### src/rtl/bd_axi256_pkg.sv
// Shared constants and types for the 256-bit single-beat AXI4 write path.
package bd_axi256_pkg;
   localparam int ADDR_W     = 64;
   localparam int DATA_W     = 256;
   localparam int STRB_W     = DATA_W / 8;
   localparam int MEM_DEPTH  = 16;
   localparam int IDX_W      = $clog2(MEM_DEPTH);
   localparam int BYTE_SHIFT = $clog2(STRB_W);

   localparam logic [7:0] AXI_LEN_SINGLE = 8'd0;
   localparam logic [2:0] AXI_SIZE_32B   = 3'd5;
   localparam logic [1:0] AXI_BURST_INCR = 2'b01;
   localparam logic [1:0] AXI_RESP_OKAY  = 2'b00;

   typedef enum logic [1:0] {
      ST_IDLE   = 2'd0,
      ST_WRITE  = 2'd1,
      ST_WAIT_B = 2'd2,
      ST_DONE   = 2'd3
   } writer_state_t;
endpackage

### src/rtl/bd_axi256_wrapper_slave.sv
// AXI4 write-only memory slave: independent AW/W capture slots, commit, single B response.
module axi4_mem_slave
   import bd_axi256_pkg::*;
(
   input  logic              i_clk,
   input  logic              i_rst,
   input  logic [ADDR_W-1:0] i_awaddr,
   input  logic [7:0]        i_awlen,
   input  logic [2:0]        i_awsize,
   input  logic [1:0]        i_awburst,
   input  logic              i_awvalid,
   output logic              o_awready,
   input  logic [DATA_W-1:0] i_wdata,
   input  logic [STRB_W-1:0] i_wstrb,
   input  logic              i_wlast,
   input  logic              i_wvalid,
   output logic              o_wready,
   output logic [1:0]        o_bresp,
   output logic              o_bvalid,
   input  logic              i_bready
);
   logic              r_aw_full;
   logic              r_w_full;
   logic              r_bvalid;
   logic [IDX_W-1:0]  r_aw_idx;
   logic [DATA_W-1:0] r_wdata;
   logic [STRB_W-1:0] r_wstrb;
   logic [DATA_W-1:0] r_mem [MEM_DEPTH];

   logic              w_aw_hs;
   logic              w_w_hs;
   logic              w_commit;
   logic [IDX_W-1:0]  w_idx;
   logic [DATA_W-1:0] w_data;
   logic [STRB_W-1:0] w_strb;
   logic              w_unused_bits;

   assign o_awready = !r_aw_full && !r_bvalid;
   assign o_wready  = !r_w_full && !r_bvalid;
   assign o_bvalid  = r_bvalid;
   assign o_bresp   = AXI_RESP_OKAY;

   assign w_aw_hs  = i_awvalid && o_awready;
   assign w_w_hs   = i_wvalid && o_wready;
   // Commit as soon as both halves are present, whether captured earlier or arriving now.
   assign w_commit = (r_aw_full || w_aw_hs) && (r_w_full || w_w_hs);
   assign w_idx    = r_aw_full ? r_aw_idx : i_awaddr[BYTE_SHIFT +: IDX_W];
   assign w_data   = r_w_full ? r_wdata : i_wdata;
   assign w_strb   = r_w_full ? r_wstrb : i_wstrb;

   assign w_unused_bits = ^{i_awaddr[ADDR_W-1:BYTE_SHIFT+IDX_W], i_awaddr[BYTE_SHIFT-1:0],
                            i_awlen, i_awsize, i_awburst, i_wlast};

   always_ff @(posedge i_clk) begin
      if (i_rst) begin
         r_aw_full <= 1'b0;
         r_w_full  <= 1'b0;
         r_bvalid  <= 1'b0;
      end else if (w_commit) begin
         r_aw_full <= 1'b0;
         r_w_full  <= 1'b0;
         r_bvalid  <= 1'b1;
      end else begin
         if (w_aw_hs) r_aw_full <= 1'b1;
         if (w_w_hs)  r_w_full  <= 1'b1;
         if (r_bvalid && i_bready) r_bvalid <= 1'b0;
      end
   end

   always_ff @(posedge i_clk) begin
      if (w_aw_hs) r_aw_idx <= i_awaddr[BYTE_SHIFT +: IDX_W];
      if (w_w_hs) begin
         r_wdata <= i_wdata;
         r_wstrb <= i_wstrb;
      end
   end

   always_ff @(posedge i_clk) begin
      if (w_commit && !i_rst) begin
         for (int b = 0; b < STRB_W; b++) begin
            if (w_strb[b]) r_mem[w_idx][8*b +: 8] <= w_data[8*b +: 8];
         end
      end
   end
endmodule

### src/rtl/bd_axi256_wrapper.sv
// Start/ready/idle/done controlled single-beat AXI4 writer in front of an internal memory slave.
//   state     | meaning
//   ST_IDLE   | waiting for start; ready mirrors start
//   ST_WRITE  | AW and W valid until each handshakes
//   ST_WAIT_B | BREADY high, waiting for write response
//   ST_DONE   | one-cycle done pulse
module bd_axi256_wrapper
   import bd_axi256_pkg::*;
(
   input  logic              clock,
   input  logic              reset,
   input  logic              writer_start,
   input  logic [ADDR_W-1:0] writer_addr,
   input  logic [DATA_W-1:0] writer_data,
   output logic              writer_ready,
   output logic              writer_idle,
   output logic              writer_done
);
   writer_state_t     r_state;
   writer_state_t     w_state_nxt;
   logic [ADDR_W-1:0] r_addr;
   logic [DATA_W-1:0] r_data;
   logic              r_aw_done;
   logic              r_w_done;

   logic              w_awvalid;
   logic              w_awready;
   logic              w_wvalid;
   logic              w_wready;
   logic              w_bvalid;
   logic              w_bready;
   logic [1:0]        w_bresp;
   logic [ADDR_W-1:0] w_awaddr;
   logic              w_aw_hs;
   logic              w_w_hs;
   logic              w_accept;
   logic              w_unused_bresp;

   assign w_awaddr       = r_addr << BYTE_SHIFT;
   assign w_accept       = (r_state == ST_IDLE) && writer_start;
   assign w_aw_hs        = (r_state == ST_WRITE) && !r_aw_done && w_awready;
   assign w_w_hs         = (r_state == ST_WRITE) && !r_w_done && w_wready;
   assign w_unused_bresp = ^w_bresp;

   always_ff @(posedge clock) begin
      if (reset) r_state <= ST_IDLE;
      else       r_state <= w_state_nxt;
   end

   always_comb begin
      w_state_nxt  = r_state;
      writer_ready = 1'b0;
      writer_idle  = 1'b0;
      writer_done  = 1'b0;
      w_awvalid    = 1'b0;
      w_wvalid     = 1'b0;
      w_bready     = 1'b0;
      case (r_state)
         ST_IDLE: begin
            writer_idle  = 1'b1;
            writer_ready = writer_start;
            if (writer_start) w_state_nxt = ST_WRITE;
         end
         ST_WRITE: begin
            w_awvalid = !r_aw_done;
            w_wvalid  = !r_w_done;
            if ((r_aw_done || w_aw_hs) && (r_w_done || w_w_hs)) w_state_nxt = ST_WAIT_B;
         end
         ST_WAIT_B: begin
            w_bready = 1'b1;
            if (w_bvalid) w_state_nxt = ST_DONE;
         end
         ST_DONE: begin
            writer_done = 1'b1;
            w_state_nxt = ST_IDLE;
         end
         default: w_state_nxt = ST_IDLE;
      endcase
   end

   always_ff @(posedge clock) begin
      if (reset || r_state != ST_WRITE) begin
         r_aw_done <= 1'b0;
         r_w_done  <= 1'b0;
      end else begin
         if (w_aw_hs) r_aw_done <= 1'b1;
         if (w_w_hs)  r_w_done  <= 1'b1;
      end
   end

   always_ff @(posedge clock) begin
      if (w_accept && !reset) begin
         r_addr <= writer_addr;
         r_data <= writer_data;
      end
   end

   axi4_mem_slave u_slave (
      .i_clk     (clock),
      .i_rst     (reset),
      .i_awaddr  (w_awaddr),
      .i_awlen   (AXI_LEN_SINGLE),
      .i_awsize  (AXI_SIZE_32B),
      .i_awburst (AXI_BURST_INCR),
      .i_awvalid (w_awvalid),
      .o_awready (w_awready),
      .i_wdata   (r_data),
      .i_wstrb   ({STRB_W{1'b1}}),
      .i_wlast   (1'b1),
      .i_wvalid  (w_wvalid),
      .o_wready  (w_wready),
      .o_bresp   (w_bresp),
      .o_bvalid  (w_bvalid),
      .i_bready  (w_bready)
   );
endmodule

### config.mk
export PLATFORM = sky130hd
export DESIGN_NAME = bd_axi256_wrapper
export DESIGN_NICKNAME = d
export VERILOG_FILES = /design/src/rtl/bd_axi256_pkg.sv /design/src/rtl/bd_axi256_wrapper_slave.sv /design/src/rtl/bd_axi256_wrapper.sv
export SDC_FILE = /design/constraint.sdc
export NUM_CORES = 1
export LEC_CHECK = 0
export ABC_CLOCK_PERIOD_IN_PS = 1600
export CORE_AREA = 2 2 126 128
export CTS_BUF_LIST = sky130_fd_sc_hd__clkbuf_16
export CTS_CLUSTER_DIAMETER = 40
export DETAILED_ROUTE_END_ITERATION = 6
export DIE_AREA = 0 0 128 130
export PLACE_DENSITY = 0.51
export SYNTH_ARGS = -nofsm -noshare
export SYNTH_HDL_FRONTEND = slang
export SYNTH_SLANG_ARGS = --single-unit
### constraint.sdc
create_clock -name clock -period 1.6 [get_ports clock]
set_input_delay 0.24 -clock clock [delete_from_list [all_inputs] [get_ports clock]]
set_output_delay 0.24 -clock clock [all_outputs]
set_load 0.01 [all_outputs]
== Yosys cells after proc, flatten, opt, wreduce, memory -nomap -nowiden ==
Index checks and enable logic that the tools add are counted.

* Bits in latches: 0
* Output and inout bits: 3
* Input bits: 323
* Memories: 0
* Logic and storage cells: 50
* Bits in writable memories: 0
* Flip-flop bits (word level): 7
* Bits in read-only memories: 0

* Reductions and logical operators: 25
* Divide/modulo/power cells: 0
* Shifts and indexed selects: 0
* $lt $le $gt $ge: 0
* Muxes and demuxes: 12
* $mul: 0
* Bitwise gates (word level): 0
* Add/subtract/negate cells: 0
* Equality and inequality tests: 7

{| class="wikitable"
|+ Operator list
! operator !! number
|-
| logical AND 1 bit || 11
|-
| 2-to-1 mux 1 bit || 8
|-
| one-hot mux 2 bit (4 select lines) || 1
|-
| 2-to-1 mux 2 bit || 3
|-
| inequality test 2 x 1 -> 1 bit (second input constant) || 3
|-
| zero test 1 bit || 5
|-
| logical OR 1 bit || 5
|-
| equality test 2 bit (second input constant) || 2
|-
| AND reduction 3 bit || 1
|-
| equality test 2 x 1 -> 1 bit (second input constant) || 1
|-
| zero test 2 bit || 1
|-
| inequality test 2 bit (second input constant) || 1
|-
| nonzero test 2 bit || 1
|-
| OR reduction 2 bit || 1
|}

== Longest topological paths before layout ==
Gate-level depths: netlist of the first run.

* Depth after elaboration: 7
* Mapped depth: 6
* Gate-level depth less buffers: 6

== Hierarchy ==
From an unflattened synthesis of the first run, not the netlist that was laid out.

* Cells, all modules: 365
* Area total of the unflattened synthesis: 9893.2 µm²

{| class="wikitable"
|+ Modules (own cells, without submodules)
! module !! cells an instance !! times used !! seq. area each (µm²) !! area an instance (µm²)
|-
| bd_axi256_wrapper || 346 || 1 || 9539.1 || 9730.6
|-
| axi4_mem_slave || 19 || 1 || 60.1 || 162.7
|}

== Least setup slack after synthesis of the first run ==
OpenSTA, ideal clock, no wires.

* Path kind: register to register
* From: register r_state[0]
* To: register r_state[1]
* Library setup time: 72 ps
* Data required time: 1528 ps
* Slack: 322 ps
* Path buffers: 0
* Period minus slack after synthesis: 1278 ps
* Arrival: 1206 ps
* Stages on the path, launching flop included: 7
* Path through: dfxtp_1 inv_1 ha_1 nand2b_1 o221ai_2 a21oi_1 mux2i_1

* Cells in the longest elaborated chain, start to end: 7
* Elaborated cells on any way between the ends: 16
* Those cells by class: eq/ne (6); mux (1); reduce/logical (9)

{| class="wikitable"
|+ Ends and longest elaborated chain
! what !! RTL line !! text
|-
| start: declaration || bd_axi256_wrapper.sv:19 || <nowiki>writer_state_t r_state;</nowiki>
|-
| start signal: assignment || bd_axi256_wrapper.sv:47 || <nowiki>else r_state <= w_state_nxt;</nowiki>
|-
| equality test 2 x 1 -> 1 bit || bd_axi256_wrapper.sv:41, bd_axi256_wrapper.sv:42, bd_axi256_wrapper.sv:58 ||
|-
| logical AND 1 bit, on equally long branches (2 in a row) || bd_axi256_wrapper.sv:41, bd_axi256_wrapper.sv:42 ||
|-
| logical OR 1 bit || bd_axi256_wrapper.sv:67 || <nowiki>if ((r_aw_done || w_aw_hs) && (r_w_done || w_w_hs)) w_state_nxt = ST_WAIT_B;</nowiki>
|-
| logical AND 1 bit || bd_axi256_wrapper.sv:67 ||
|-
| inequality test 2 x 1 -> 1 bit (no line) || n/a ||
|-
| AND reduction 3 bit (no line) || n/a ||
|}

Parallel ways exist; a longest one is shown, timed or not.
A chain may end at the register's enable or synchronous reset.

== Final worst setup path of the first run ==
* From: register r_state[0]
* To: output writer_ready

* Cells in the longest elaborated chain, start to end: 2

{| class="wikitable"
|+ Ends and longest elaborated chain
! what !! RTL line !! text
|-
| zero test 2 bit || bd_axi256_wrapper.sv:58 || <nowiki>case (r_state)</nowiki>
|-
| 2-to-1 mux 1 bit || bd_axi256_wrapper.sv:58 ||
|-
| end: declaration || bd_axi256_wrapper.sv:15 || <nowiki>output logic writer_ready,</nowiki>
|}

Every way passes these cells.

==> results of run 1 <==
[state kept, by name (all words and copies together), names as in the netlist]
register	flops
r_state	2
r_aw_done	1
r_w_done	1
u_slave.o_bvalid	1
u_slave.r_aw_full	1
u_slave.r_w_full	1
[final cells by class]
cell class | instances | area [um2] | area share (%)
multi-input cells | 34 | 255 | 32.0
well taps | 192 | 240 | 30.1
flip-flops and latches | 7 | 140 | 17.6
clock buffers | 3 | 75.1 | 9.40
repair buffers | 7 | 65.1 | 8.15
inverters | 5 | 18.8 | 2.35
clock inverters | 1 | 3.75 | 0.470
[what timing repair did]
action                     in CTS  in global routing
setup endpoints to repair       2                  2
hold buffers                    0                  0
hold endpoints to repair        0                  0
gates resized for setup         2                  2
buffers inserted                0                  0
[through the flow]
| stage | cell area [um2] | hold WS, ns | utilization, % | worst slack (ns) | total power [W] |
|---|---|---|---|---|---|
| floorplan | 410 | 0.312 | - | 0.322 | 0.000675 |
| global placement | 716 | 0.510 | 4.64 | 0.00979 | 0.000842 |
| detailed placement | 716 | 0.533 | 4.64 | 0.0128 | 0.000855 |
| CTS | 792 | 0.541 | 5.13 | 0.0183 | 0.00127 |
| global route | 798 | 0.568 | 5.18 | 0.0111 | 0.00137 |
| finish | 798 | 0.552 | 5.18 | 0.0769 | 0.00128 |
[final timing paths]
check	cells past startpoint	startpoint	endpoint	slack, ns
worst max-delay path	4	r_state[0]$_SDFFE_PP0P_	writer_ready	0.08
worst min-delay path	1	u_slave.r_w_full$_SDFFE_PP0P_	u_slave.r_w_full$_SDFFE_PP0P_	0.55
worst max register to register	7	r_state[0]$_SDFFE_PP0P_	r_state[0]$_SDFFE_PP0P_	0.16
worst min register to register	1	u_slave.r_w_full$_SDFFE_PP0P_	u_slave.r_w_full$_SDFFE_PP0P_	0.55
[cell families after synthesis]
family / count (synthesis) / share of synthesized area, %
simple gates: 17 / 20.4
mux: 1 / 2.44
buf+inv: 5 / 4.57
fa+ha+maj: 5 / 15.2
compound gates: 11 / 23.2
flops: 7 / 34.1
[placed cells by master (no fill, tap or decap)]
cell type / n
sky130_fd_sc_hd__o221ai_2: 1
sky130_fd_sc_hd__mux2i_1: 1
sky130_fd_sc_hd__clkdlybuf4s50_1: 2
sky130_fd_sc_hd__dlygate4sd2_1: 2
sky130_fd_sc_hd__ha_1: 5
sky130_fd_sc_hd__o21a_1: 4
sky130_fd_sc_hd__a21oi_1: 1
sky130_fd_sc_hd__dlymetal6s2s_1: 1
sky130_fd_sc_hd__nand2b_1: 4
sky130_fd_sc_hd__clkbuf_16: 3
sky130_fd_sc_hd__o31ai_1: 1
sky130_fd_sc_hd__and2_1: 2
sky130_fd_sc_hd__dfxtp_1: 7
sky130_fd_sc_hd__a21oi_2: 1
sky130_fd_sc_hd__a2111o_1: 1
sky130_fd_sc_hd__inv_1: 6
sky130_fd_sc_hd__nor2_1: 7
sky130_fd_sc_hd__o22ai_1: 1
sky130_fd_sc_hd__nand2_1: 2
sky130_fd_sc_hd__nor2b_1: 2
sky130_fd_sc_hd__buf_4: 2
sky130_fd_sc_hd__a221oi_2: 1
[power by group through the flow]
stage / registers (W) / clock network [W] / logic, W
2_1_floorplan: 0.000315 / 0 / 0.000360
3_3_place_gp: 0.000323 / 0 / 0.000519
3_5_place_dp: 0.000328 / 0 / 0.000527
4_1_cts: 0.000326 / 0.000425 / 0.000514
5_1_grt: 0.000340 / 0.000435 / 0.000596
6_report: 0.000326 / 0.000425 / 0.000526
[layer usage]
metal  vias to the layer above  GRT usage (%)
met5                         -              0
met4                         0          0.776
met3                         3          0.492
met2                         9           1.82
met1                       153           1.16
li1                        177              -
==> metrics.sh, run 1 <==
STATUS='completed'
POWER.IR.VDD_WORST_mV=0.734
PORT_BUFFERS=5
CLOCK_POWER_SHARE_PCT=33.3
TIMING.CRITICAL_PATH.BUF_INV=2
HOLD_CLASS='register to register'
FINISH.CELL_COUNT_WITHOUT_FILLERS=249
DIEWIDTH_UM=128
DRT-VIAS-PER-INSTANCE=1.37
FINALWEIGHTEDCONGESTION=0.650
GRT_PASS1_VIAS=375
CP_CELL_SEQUENCE='inv_1, ha_1, and2_1, dlygate4sd2_1'
GRT_ANTENNA_BEFORE_REPAIR=0
CTS-BUFFERS-INSERTED=3
FLOORPLAN.DIE.HEIGHT_UM=130
CLOCK_TREE_ROOT='sky130_fd_sc_hd__clkbuf_16'
DIEAREA_UM2=16600
MET3_WIRELENGTH_UM=54
TOTAL_SWITCHING_POWER_W=0.000450
FILL_CELLS=1821
TIMING_WORST_SLEW_PIN_VALUE_NS=0.254
GRT_START_MAX_NET_PINS=8
TOTAL_LEAKAGE_POWER_nW=0.261
SYNTHDISTINCTLIBCELLS=16
POWER.SEQUENTIAL.FRACTION_PCT=25.6
WORSTSKEWPAIRLATENCY_NS=0.23
HTREE_DEPTH=1
CTS_TREE='built'
CRITICAL_PATH.ENDPOINT_TYPE='output port'
SYN_NETS=374
ANTENNA_LEFT=0
SYNTH_ASYNC_SR_FLOP_SHARE_PCT=0
FLOORPLAN.ROWS=46
MAXCAP_VIOLATIONS=0
WORST_PATH_LARGEST_CELL_DELAY_NS=0.35
SETUP_CP_TYPE='register to output port'
FLOW.AREA_GROWTH_FROM_SYNTHESIS_PCT=94.5
GRT_PASS1_WL_UM=1480
YOSYSTOPAREACELLSHARE_PCT=34.1
SYN_AREA_UM2=410
SYNTH_TOP_AREA_CELL='sky130_fd_sc_hd__dfxtp_1'
SYNTHESIS.YOSYS.WARNINGS=0
TIMING.FINAL.CRIT_PERIOD_NS=1.52
CRITICAL_PATH_REQUIRED_NS=1.36
FLOORPLAN.IO_PINS=326
YOSYS_REG_BITS=7
CRITPATHMAXFANOUT=3
PLACED_CELLS=245
DRT_DRC_VIOLATIONS_LEFT=0
CLOCK.FMAX_MHz=657
CP_TOP_FAMILY='buffers and inverters'
FIRSTDRTPASSITERS=4
TRACK_USAGE_PCT=1.12
FINAL_NETS=386
WORST-ENDPOINT-ARRIVAL_NS=1.28
NETSWITCHINGFRACTION_PCT=35.2
WORST_SLEW_MARGIN_REL_PCT=82.9
ANTENNA_CELLS=0
MAXUSEDROUTINGLAYER='met4'
CELLINTERNALPOWER_W=0.000828
CLOCK_PATH_BUFFERS=2
POWER.DENSITY_nW_PER_UM2=1600
DETAIL_ROUTE.ITER0.VIOLATIONS=3
DRIVE_ABOVE_1_SHARE_PCT=14.0
FINCLKSKEW_NS=0.00519
FINAL.PERIOD_UTILIZATION_PCT=95.2
FINAL-MAX-SLEW-VIOLATION-COUNT=0
FINAL-HOLD-VIOLATION-COUNT=0
PATH_CLK_SLEW_NS=0.04
YOSYS-TOP-CELLS-AREA='sky130_fd_sc_hd__dfxtp_1 34%, sky130_fd_sc_hd__ha_1 15%, sky130_fd_sc_hd__o21a_1 7.3%, sky130_fd_sc_hd__nor2_1 6.4%, sky130_fd_sc_hd__nand2b_1 6.1%'
WORST_SETUP_PATH_START_KIND='register'
CLOCK-SINKS=7
SHARE_COMB_OF_TOTAL_POWER_PCT=41.2
SYNTH.TOP_CELLS.BY_COUNT='7 x sky130_fd_sc_hd__dfxtp_1, 7 x sky130_fd_sc_hd__nor2_1, 5 x sky130_fd_sc_hd__ha_1, 5 x sky130_fd_sc_hd__inv_1'
CORE_AREA_UM2=15400
NUMBER_OF_VIAS_IN_THE_ROUTED_LAYOUT=342
START_UTIL_PCT=2.66
REPORT.FINAL.SETUP_VIOL=0
WL_MET2_UM=363
WIRE_PER_INST_UM=3.37
ROUTE.LAYER.MET1.WL_UM=405
SYNTH_AREA_PER_CELL_UM2=8.92
TOTAL_ROUTED_WIRELENGTH_UM=838
SYNTH-SEQ-AREA-SHARE_PCT=34.1
CRITICAL_PATH_SLOWEST_STAGE_CELL='sky130_fd_sc_hd__dfxtp_1'
SYNTHCELLS=46
EDFF_COUNT_SYNTH=0
GRT-OVFL-TOTAL=0
FINAL.SETUP.TNS_NS=0
MOST_FREQUENTLY_USED_FLOP_MASTER_AFTER_SYNTHESIS='sky130_fd_sc_hd__dfxtp_1'
UNREPAIRED_SETUP_ENDPOINTS_AFTER_GLOBAL_ROUTING='false'
Note: power is estimated with default switching activity, not from simulation.
==> run 2, diff against run 1 <==
Settings changed: PLACE_DENSITY 0.51 to 0.52.
==> run 2 against run 1 <==
  * Wire length is 7.0% lower
  * Cell count stayed put
  * Combinational power is 5.3% lower
  * Sequential share of layout area is 0.083 points higher
  * Highest routed layer unchanged
  * Power is 2.9% lower
  * Largest cell class unchanged
  * Count of clock-buffer cells in the layout stayed put
  * Critical endpoint unchanged
==> metrics.sh, run 2 (same netlist as run 1, synthesis figures left out) <==
STATUS='completed'  # unchanged
FINCLKSKEW_NS=0.00129  # was 0.00519 ns
FINAL_NETS=386  # unchanged
MULTIINPUTGATEAREA_UM2=251  # was 255 um2
CRITICAL_PATH_REQUIRED_NS=1.36  # about the same
REPORT.FINAL.SETUP_VIOL=0  # unchanged
POWER.IR.VDD_WORST_mV=0.601  # was 0.734 mV
FINAL-HOLD-VIOLATION-COUNT=0  # unchanged
FINAL_CORE_UTILIZATION_PCT=5.15  # was 5.18%
GLOBALROUTEMET2UTIL_PCT=1.73  # was 1.82%
CLOCK-SINKS=7  # unchanged
ANTENNA_LEFT=0  # unchanged
DETAIL_ROUTE.ITER0.VIOLATIONS=4  # was 3
GRT_PASS1_VIAS=341  # was 375
DPL-INSTANCE-AREA_UM2=716  # unchanged
POWER.DENSITY_nW_PER_UM2=1560  # was 1600 nW/um2
FINAL-MAX-SLEW-VIOLATION-COUNT=0  # unchanged
CRITPATHMAXFANOUT=3  # unchanged
LAYOUT.CELLS.MOST_COMMON_LIST='7 x sky130_fd_sc_hd__nor2_1, 7 x sky130_fd_sc_hd__dfxtp_1, 6 x sky130_fd_sc_hd__inv_1, 5 x sky130_fd_sc_hd__ha_1'  # unchanged
CTS-BUFFERS-INSERTED=3  # unchanged
CTS_POST_SETUP_BUFFERS_INSERTED=0  # unchanged
WORST_SLACK_ON_HOLD_PATHS_NS=0.545  # was 0.552 ns
CRITICAL_PATH.ENDPOINT_TYPE='output port'  # unchanged
SETUP_CP_TYPE='register to output port'  # unchanged
GRT.MET1_USAGE_PCT=0.961  # was 1.16%
DRT_DRC_VIOLATIONS_LEFT=0  # unchanged
WORST_SLEW_MARGIN_REL_PCT=83.6  # was 82.9%
CORE_AREA_UM2=15400  # unchanged
NUMBER_OF_VIAS_IN_THE_ROUTED_LAYOUT=339  # was 342
STDCELL_AREA_UM2=795  # was 798 um2
FLOORPLAN.ROWS=46  # unchanged
WORST-ENDPOINT-ARRIVAL_NS=1.27  # was 1.28 ns
HOLD_CLASS='register to register'  # unchanged
MAXCAP_VIOLATIONS=0  # unchanged
FINALWEIGHTEDCONGESTION=0.688  # was 0.650
FIN_WS_NS=0.0938  # was 0.0769 ns
UNREPAIRED_SETUP_ENDPOINTS_AFTER_GLOBAL_ROUTING='false'  # unchanged
DP_HPWL_UM=623
CTS.HOLD.BUFFERS_ADDED=0  # unchanged
CLOCK_TREE_ROOT='sky130_fd_sc_hd__clkbuf_16'  # unchanged
PORT_BUFFERS=5  # unchanged
CRITICAL_PATH_SLOWEST_STAGE_CELL='sky130_fd_sc_hd__dfxtp_1'  # unchanged
FINAL-SEQ-AREA_UM2=140  # unchanged
MOST_USED_LAYER_GLOBAL_ROUTE='met2'  # unchanged
FLOW.AREA_GROWTH_FROM_SYNTHESIS_PCT=93.6  # was 94.5%
FLOORPLAN.DIE.HEIGHT_UM=130  # unchanged
TOTAL_ROUTED_WIRELENGTH_UM=779  # was 838 um
DRT-VIAS-PER-INSTANCE=1.36  # was 1.37
CLOCK_PATH_BUFFERS=2  # unchanged
USE_MET3_PCT=0.656  # was 0.492%
TIMING.FINAL.CRIT_PERIOD_NS=1.51  # was 1.52 ns
CP_CELL_SEQUENCE='inv_1, ha_1, and2_1, dlygate4sd2_1'  # unchanged
FIRSTDRTPASSITERS=3  # was 4
MIN_DELAY_PATH_DEPTH=1  # unchanged
FILL_CELLS=1829  # was 1,821
FLOORPLAN.IO_PINS=326  # unchanged
GRT-OVFL-TOTAL=0  # unchanged
ANTENNA_CELLS=0  # unchanged
HTREE_DEPTH=1  # unchanged
CTS_RESIZED=2  # unchanged
GRT_PASS1_WL_UM=1350  # was 1480 um
START_UTIL_PCT=2.66  # unchanged
LARGEST_REGISTER='r_state'  # unchanged
FINAL.PERIOD_UTILIZATION_PCT=94.1  # was 95.2%
CLOCK.FMAX_MHz=664  # was 657 MHz
GRT_ANTENNA_BEFORE_REPAIR=0  # unchanged
WIRE_PER_INST_UM=3.13  # was 3.37 um
TOTAL_LEAKAGE_POWER_nW=0.261  # about the same
WORSTSKEWPAIRLATENCY_NS=0.23  # about the same
PRE_CTS_SLACK_NS=0.00196  # was 0.0128 ns
WORST_PATH_LARGEST_CELL_DELAY_NS=0.34  # was 0.35 ns
FINAL.SETUP.TNS_NS=0  # unchanged
LARGEST_REG_FLOPS=2  # unchanged
FF2FF_PATH_DEPTH=7  # unchanged
PATH_CLK_SLEW_NS=0.04  # about the same
DIEAREA_UM2=16600  # unchanged
DIEWIDTH_UM=128  # unchanged
TIMING_WORST_SLEW_PIN_VALUE_NS=0.246  # was 0.254 ns
WORST_SETUP_PATH_START_KIND='register'  # unchanged
DRIVE_ABOVE_1_SHARE_PCT=12.3  # was 14.0%
TRACK_USAGE_PCT=1.06  # was 1.12%
CTS_TREE='built'  # unchanged
GRT_START_MAX_NET_PINS=8  # unchanged
## run 2: cell counts in the layout (fill, tap and decap cells not counted)
No cell type changed its count.
## run 2: stage by stage
step           power [W]  std cells
2_1_floorplan   0.000675         46
3_3_place_gp    0.000844        245
3_5_place_dp    0.000856        245
4_1_cts          0.00126        249
5_1_grt          0.00135        249
6_report         0.00124        249
## run 2: power breakdown
part	switching (W)	total (W)	internal, W
clock network	0.0000902	0.000415	0.000325
logic	0.000253	0.000498	0.000246
registers	0.0000774	0.000327	0.000249
total	0.000420	0.00124	0.000819
## run 2: critical path: cells and delay by family, from the launching register on
family	cells	cell delay, ns
flip-flops	1	0.34
buffers and inverters	2	0.34
adder cells (fa/ha/maj)	1	0.21
AND/OR/NAND/NOR	1	0.14
## run 2: final cells by class
cell class	count	area share, %
sequential	7	17.6
clock inverter	1	0.472
timing repair buffer	7	8.19
multi-input combinational	34	31.7
inverter	5	2.36
tap	192	30.2
clock buffer	3	9.45
## run 2: per-layer routing
layer	wire length (um)	vias to the layer above
li1	-	175
met1	342	153
met2	372	9
met3	52	2
met4	12	0
met5	0	-
## run 2: path summary, 6_finish.rpt
check,start,to,slack [ns]
hold reg to reg,u_slave.r_w_full$_SDFFE_PP0P_,u_slave.r_w_full$_SDFFE_PP0P_,0.54
hold / removal,u_slave.r_w_full$_SDFFE_PP0P_,u_slave.r_w_full$_SDFFE_PP0P_,0.54
setup / recovery,r_state[0]$_SDFFE_PP0P_,writer_ready,0.09
setup reg to reg,r_state[0]$_SDFFE_PP0P_,r_state[1]$_SDFFE_PP0P_,0.16
